**src/rtl/run_length_segmenter_pkg.sv**
```systemverilog
// Shared definitions for the JPEG-LS run-mode segmenter: widths, the J table
// lookup and the segmenter FSM state encoding.
package run_length_segmenter_pkg;

    localparam int runindex_length = 5;
    localparam int runcount_length = 16;
    localparam int tok_width       = runcount_length + 1;
    localparam int j_width         = 4;
    localparam int tok_len_width   = 5;

    localparam logic [runindex_length-1:0] runindex_max = '1;

    typedef enum logic [2:0] {
        ST_IDLE,
        ST_SEG,
        ST_EOL,
        ST_INT,
        ST_FIN
    } seg_state_t;

    // J table 0,0,0,0,1,1,1,1,2,2,2,2,3,3,3,3,4,4,5,5,6,6,7,7,8..15:
    // indices 0..15 step every 4, 16..23 every 2, 24..31 every entry.
    function automatic logic [j_width-1:0] j_lookup(input logic [runindex_length-1:0] idx);
        logic [j_width-1:0] j;
        if (!idx[4]) begin
            j = {2'b00, idx[3:2]};
        end else if (!idx[3]) begin
            j = {2'b01, idx[2:1]};
        end else begin
            j = {1'b1, idx[2:0]};
        end
        return j;
    endfunction

endpackage

```
**src/rtl/run_length_segmenter_j_table.sv**
```systemverilog
// RUNindex -> J and rm = 2^J. Purely combinational so the decoder-side run
// stage can share it.
module run_j_table
    import run_length_segmenter_pkg::*;
(
    input  logic [runindex_length-1:0] run_index,
    output logic [j_width-1:0]         j,
    output logic [runcount_length-1:0] rm
);

    // Table lookup and segment size
    always_comb begin
        j  = j_lookup(run_index);
        rm = runcount_length'(1) << j;
    end

endmodule

```
**src/rtl/run_length_segmenter.sv**
```systemverilog
// JPEG-LS run-mode segmenter: splits a completed run into J-table segments
// and emits one token per cycle ('1' per segment, then the EOL '1' or the
// interruption '0'+remainder). Owns RUNindex across runs.
module run_length_segmenter
    import run_length_segmenter_pkg::*;
(
    input  logic                       clk,
    input  logic                       reset_n,
    input  logic                       index_clear,
    input  logic                       run_valid,
    output logic                       run_ready,
    input  logic [runcount_length-1:0] run_length,
    input  logic                       run_eol,
    output logic                       tok_valid,
    input  logic                       tok_ready,
    output logic [tok_width-1:0]       tok_bits,
    output logic [tok_len_width-1:0]   tok_len,
    output logic [runindex_length-1:0] run_index,
    output logic                       run_done
);

    localparam logic [runcount_length-1:0] rc_one = runcount_length'(1);

    seg_state_t                 state, state_nxt;
    logic [runcount_length-1:0] remaining, remaining_nxt;
    logic                       eol_q, eol_nxt;
    logic [runindex_length-1:0] idx_nxt;

    logic [runindex_length-1:0] idx_cur;
    logic [runindex_length-1:0] idx_inc;
    logic [runindex_length-1:0] idx_dec;
    logic [j_width-1:0]         j_cur;
    logic [j_width-1:0]         j_next;
    logic [runcount_length-1:0] rm_cur;
    logic [runcount_length-1:0] rm_next;
    logic [runcount_length-1:0] rem_after_seg;

    logic                       ready_c;
    logic                       valid_c;
    logic [tok_width-1:0]       bits_c;
    logic [tok_len_width-1:0]   len_c;
    logic                       done_c;

    // Only the look-ahead segment size is needed; its J is not.
    logic unused_j_next;
    assign unused_j_next = ^j_next;

    function automatic logic [runindex_length-1:0] sat_inc(input logic [runindex_length-1:0] idx);
        return (idx == runindex_max) ? idx : idx + runindex_length'(1);
    endfunction

    function automatic logic [runindex_length-1:0] sat_dec(input logic [runindex_length-1:0] idx);
        return (idx == '0) ? idx : idx - runindex_length'(1);
    endfunction

    // Picks the phase that follows, so each phase presents its token in its
    // first cycle: more segments, interruption, EOL token, or nothing left.
    function automatic seg_state_t next_phase(input logic [runcount_length-1:0] rem,
                                              input logic [runcount_length-1:0] rm,
                                              input logic                       eol);
        if (rem >= rm) begin
            return ST_SEG;
        end else if (!eol) begin
            return ST_INT;
        end else if (rem == '0) begin
            return ST_FIN;
        end else begin
            return ST_EOL;
        end
    endfunction

    // Current index (with the IDLE-only clear applied first) and its
    // saturating neighbours used for segment and interruption updates.
    always_comb begin
        idx_cur       = (state == ST_IDLE && index_clear) ? '0 : run_index;
        idx_inc       = sat_inc(run_index);
        idx_dec       = sat_dec(run_index);
        rem_after_seg = remaining - rm_cur;
    end

    run_j_table u_j_cur (
        .run_index (idx_cur),
        .j         (j_cur),
        .rm        (rm_cur)
    );

    run_j_table u_j_next (
        .run_index (idx_inc),
        .j         (j_next),
        .rm        (rm_next)
    );

    // Next-state, datapath updates and token presentation.
    always_comb begin
        state_nxt     = state;
        remaining_nxt = remaining;
        eol_nxt       = eol_q;
        idx_nxt       = run_index;
        ready_c       = 1'b0;
        valid_c       = 1'b0;
        bits_c        = '0;
        len_c         = '0;
        done_c        = 1'b0;

        unique case (state)
            ST_IDLE: begin
                ready_c = 1'b1;
                idx_nxt = idx_cur;
                if (run_valid) begin
                    remaining_nxt = run_length;
                    eol_nxt       = run_eol;
                    state_nxt     = next_phase(run_length, rm_cur, run_eol);
                end
            end
            ST_SEG: begin
                if (remaining >= rm_cur) begin
                    valid_c = 1'b1;
                    bits_c  = tok_width'(1);
                    len_c   = tok_len_width'(1);
                    if (tok_ready) begin
                        remaining_nxt = rem_after_seg;
                        idx_nxt       = idx_inc;
                        state_nxt     = next_phase(rem_after_seg, rm_next, eol_q);
                    end
                end else begin
                    state_nxt = eol_q ? ST_EOL : ST_INT;
                end
            end
            ST_EOL: begin
                if (remaining != '0) begin
                    valid_c = 1'b1;
                    bits_c  = tok_width'(1);
                    len_c   = tok_len_width'(1);
                    if (tok_ready) begin
                        state_nxt = ST_FIN;
                    end
                end else begin
                    state_nxt = ST_FIN;
                end
            end
            ST_INT: begin
                // Leading '0' is implicit: remaining < rm keeps bit J clear.
                valid_c = 1'b1;
                bits_c  = {1'b0, remaining & (rm_cur - rc_one)};
                len_c   = {1'b0, j_cur} + tok_len_width'(1);
                if (tok_ready) begin
                    idx_nxt   = idx_dec;
                    state_nxt = ST_FIN;
                end
            end
            ST_FIN: begin
                done_c    = 1'b1;
                state_nxt = ST_IDLE;
            end
            default: begin
                state_nxt = ST_IDLE;
            end
        endcase
    end

    // Outputs are forced quiet while reset is held.
    always_comb begin
        run_ready = reset_n & ready_c;
        tok_valid = reset_n & valid_c;
        tok_bits  = reset_n ? bits_c : '0;
        tok_len   = reset_n ? len_c : '0;
        run_done  = reset_n & done_c;
    end

    // State, RUNindex and remaining-count registers.
    always_ff @(posedge clk) begin
        if (!reset_n) begin
            state     <= ST_IDLE;
            run_index <= '0;
            remaining <= '0;
            eol_q     <= 1'b0;
        end else begin
            state     <= state_nxt;
            run_index <= idx_nxt;
            remaining <= remaining_nxt;
            eol_q     <= eol_nxt;
        end
    end

endmodule
```
**config.mk**
```make
export PLATFORM = sky130hd
export DESIGN_NAME = run_length_segmenter
export DESIGN_NICKNAME = d
export VERILOG_FILES = /design/src/rtl/run_length_segmenter_pkg.sv /design/src/rtl/run_length_segmenter_j_table.sv /design/src/rtl/run_length_segmenter.sv
export SDC_FILE = /design/constraint.sdc
export NUM_CORES = 1
export LEC_CHECK = 0
export BUFFER_PORTS_ARGS = -buffer_cell sky130_fd_sc_hd__buf_2
export CAP_MARGIN = 20
export CORE_MARGIN = 1.5
export CORE_UTILIZATION = 58
export DETAILED_ROUTE_END_ITERATION = 6
export MAX_ROUTING_LAYER = met4
export PLACE_DENSITY = 0.85
export SYNTH_ARGS = -nofsm -noshare
export SYNTH_HDL_FRONTEND = slang
export SYNTH_SLANG_ARGS = --single-unit
```
**constraint.sdc**
```tcl
create_clock -name clk -period 13 [get_ports clk]
set_input_delay 1.3 -clock clk [delete_from_list [all_inputs] [get_ports clk]]
set_output_delay 1.3 -clock clk [all_outputs]
set_load 0.02 [all_outputs]
```
==> impl_metrics.toml <==
[critical_path]
slowest_delay_ns = 0.94
slowest_stage = "dfxtp_1"
cp-end-kind = "flop"
cp_cell_sequence = "nand2_1 > o211ai_1 > o211ai_1 > inv_1 > ha_1 > nand2_1 > ha_1 > nor2b_1 > o2111ai_1 > a31oi_1 > a221o_1 > a22oi_1 > a21boi_0 > inv_1 > ha_1 > nand4_1 > inv_1 > a21oi_1 > o211ai_1 > a221oi_1 > nand2_1 > and3b_1 > a211oi_1"
arrival_ns = 6.34
startpoint = "run_index[3]$_SDFFE_PN0P_"
r2r-start = "run_index[3]$_SDFFE_PN0P_"
crit_path_end = "state[1]$_SDFFE_PN0P_"
path_max_fanout = 30
path_depth = 23
r2r_slack_ns = 6.86
critPathTopFamily = "compound AO/OA/AOI/OAI gates"
worstReg2RegEnd = "state[1]$_SDFFE_PN0P_"
cp.required_ns = 13.20
r2r.worst_path.cells = 23
cp_num_buf_inv = 3
startpoint_type = "flop"
setup.worst_path.class = "reg -> reg"

[routing]
wl_per_cell_um = 18.5
drt-initial-drc-count = 580
drc_errors = 0
viasPerCell = 6.65
totalWireLength_um = 12900
vias = 4639
firstDrtPassIters = 5
antenna_left = 0

[die]
core_area_um2 = 6760
fp-row-count = 30
initial_utilization = 0.598
die_h_um = 86.5
dieArea_um2 = 7480
io_pins = 52
die_w_um = 86.5

[clocking]
insertion_delay_ns = 0.28
ctsLongestPathBuffers = 2
postCtsHoldBufs = 0
cts.sinks = 25
clock-root-buffer = "clkbuf_8"
cts_tree = "built"
clkTransAtPathRegs_ns = 0.10
cts_buffers = 3
cts_resized = 0
post_cts_buffers = 0
cts.htree.levels = 1

[outcome]
status = "complete, no violations"

[placed_design]
io_buffers = 50
place_congestion = 1.05
hpwl_um = 10100
place_ws_ns = 6.78

[timing]
finalSetupViolCount = 0
hold_viol = 0
fmax_mhz = 163
worst_slew_pin_slew_ns = 1.07
grt_setup_unrepaired = "false"
slew_viol_final = 0
fin_ws_ns = 6.86
relSlewSlack = 0.288
period_needed_ns = 6.14
tns_ns = 0
finalCritPeriodShare = 0.472
clock_skew_ns = 0.00244
hold_ws_ns = 0.498

[worst_hold_path]
worst_hold_path_type = "reg -> reg"

[yosys]
synth_cell_type_count = 62
synth_edf_count = 0
synth.most_common_cell = "nand2_1"
syn_nets = 674
synth_top_flop_cell = "dfxtp_1"
synth_cells = 592
syn_area_um2 = 4040
async_flop_share = 0
yosysSeqAreaShare = 0.124
synth_area_leaders = "ha_1, dfxtp_1, nand2_1"
synth_top_area_frac = 0.183
yosysTopAreaCell = "ha_1"
avgSynthCellArea_um2 = 6.83
yosysWarnings = 0
ys_ff_latch = 25
yosys-top-cells-count = "nand2_1, ha_1, nor2_1, a21oi_1, o21ai_0"

[global_routing]
grt_usage = 0.352
grt-ovfl-total = 0
grt_start_max_net_pins = 31
grt_antenna_before_repair = 0
grt_pass1_wl_um = 20300
grt_pass1_vias = 4089

[layout]
num_antenna_cells = 0
drive_gt1_frac = 0.105
area_growth_pct = 7.52
nFillCells = 609
nets = 701

[job]
cap_viol_max_count = 0

[pwr]
power_density_nw_per_um2 = 208
p_leak_nw = 1.94
ir_drop_mv = 0.151
final cells by class:
type,instances,area [um2],area share
Timing Repair Buffer,54,280,0.0645
Inverter,30,113,0.0259
Sequential cell,25,500,0.115
Tap cell,80,100,0.0230
Clock inverter,1,5.00,0.00115
Clock buffer,3,41.3,0.00950
Multi-Input combinational cell,505,3310,0.761
through the flow:
step                area, um2  std cells   util  power, mW
floorplan                4040        592      -      0.650
global placement         4300        694  0.636      0.799
detailed placement       4300        694  0.636      0.827
CTS                      4350        698  0.643      0.878
global route             4350        698  0.643      0.975
finish                   4350        698  0.643      0.903
tightest hold or removal path: stages (launching register included):
cell      delay [ns]
dfxtp_1         0.34
nand2_1         0.05
a21boi_0        0.07
cell families (layout without fill, tap and decap cells):
group,after synthesis,count (layout),share of synthesized area
xor+xnor,18,18,0.0390
flops,25,25,0.124
buf+inv,62,88,0.0591
fa+ha+maj,60,60,0.188
compound gates,163,163,0.261
mux,9,9,0.0223
other cells,1,1,0.000928
simple gates,254,254,0.306
metal layers:
layer,wire (um),GRT usage
met3,1110,0.0352
met5,0,-
met2,5880,0.557
met1,5500,0.467
met4,391,0.129
where the power goes:
group | switching (mW) | leakage, nW | internal (mW) | total, mW
Sequential | 0.0409 | 0.206 | 0.0995 | 0.140
Clock | 0.0287 | 0.0255 | 0.0216 | 0.0503
Combinational | 0.433 | 1.70 | 0.279 | 0.712
Total | 0.502 | 1.94 | 0.400 | 0.903
cells in the final DEF, fill, tap and decap left out, types with 4 or more instances in the layout:
master,n
a211oi_1,8
a21boi_0,4
a21o_1,12
a21oi_1,45
a22o_1,4
a311oi_1,5
a31oi_1,7
and2_1,7
and3_1,13
buf_2,50
buf_4,4
dfxtp_1,25
ha_1,59
inv_1,30
mux2i_1,9
nand2_1,79
nand2b_1,11
nand3_1,26
nand4_1,7
nor2_1,55
nor2b_1,10
nor3_1,15
nor4_1,12
o211a_1,4
o211ai_1,9
o21a_1,7
o21ai_0,34
o22ai_1,4
xnor2_1,10
xor2_1,8
worst min-delay path by stage:
stage	startpoint	end	slack [ns]	cells after the start
floorplan	eol_q$_SDFFE_PN0P_	eol_q$_SDFFE_PN0P_	0.46	2
detailed placement	eol_q$_SDFFE_PN0P_	eol_q$_SDFFE_PN0P_	0.49	2
CTS	eol_q$_SDFFE_PN0P_	eol_q$_SDFFE_PN0P_	0.50	2
finish	eol_q$_SDFFE_PN0P_	eol_q$_SDFFE_PN0P_	0.50	2
global placement	eol_q$_SDFFE_PN0P_	eol_q$_SDFFE_PN0P_	0.48	2
global route	eol_q$_SDFFE_PN0P_	eol_q$_SDFFE_PN0P_	0.55	2
flip-flops by register name, summed over array words and instances, names as in the netlist:
signal	count
remaining	16
run_index	5
state	3
eol_q	1
No activity file was read; power rests on OpenSTA's default activity.
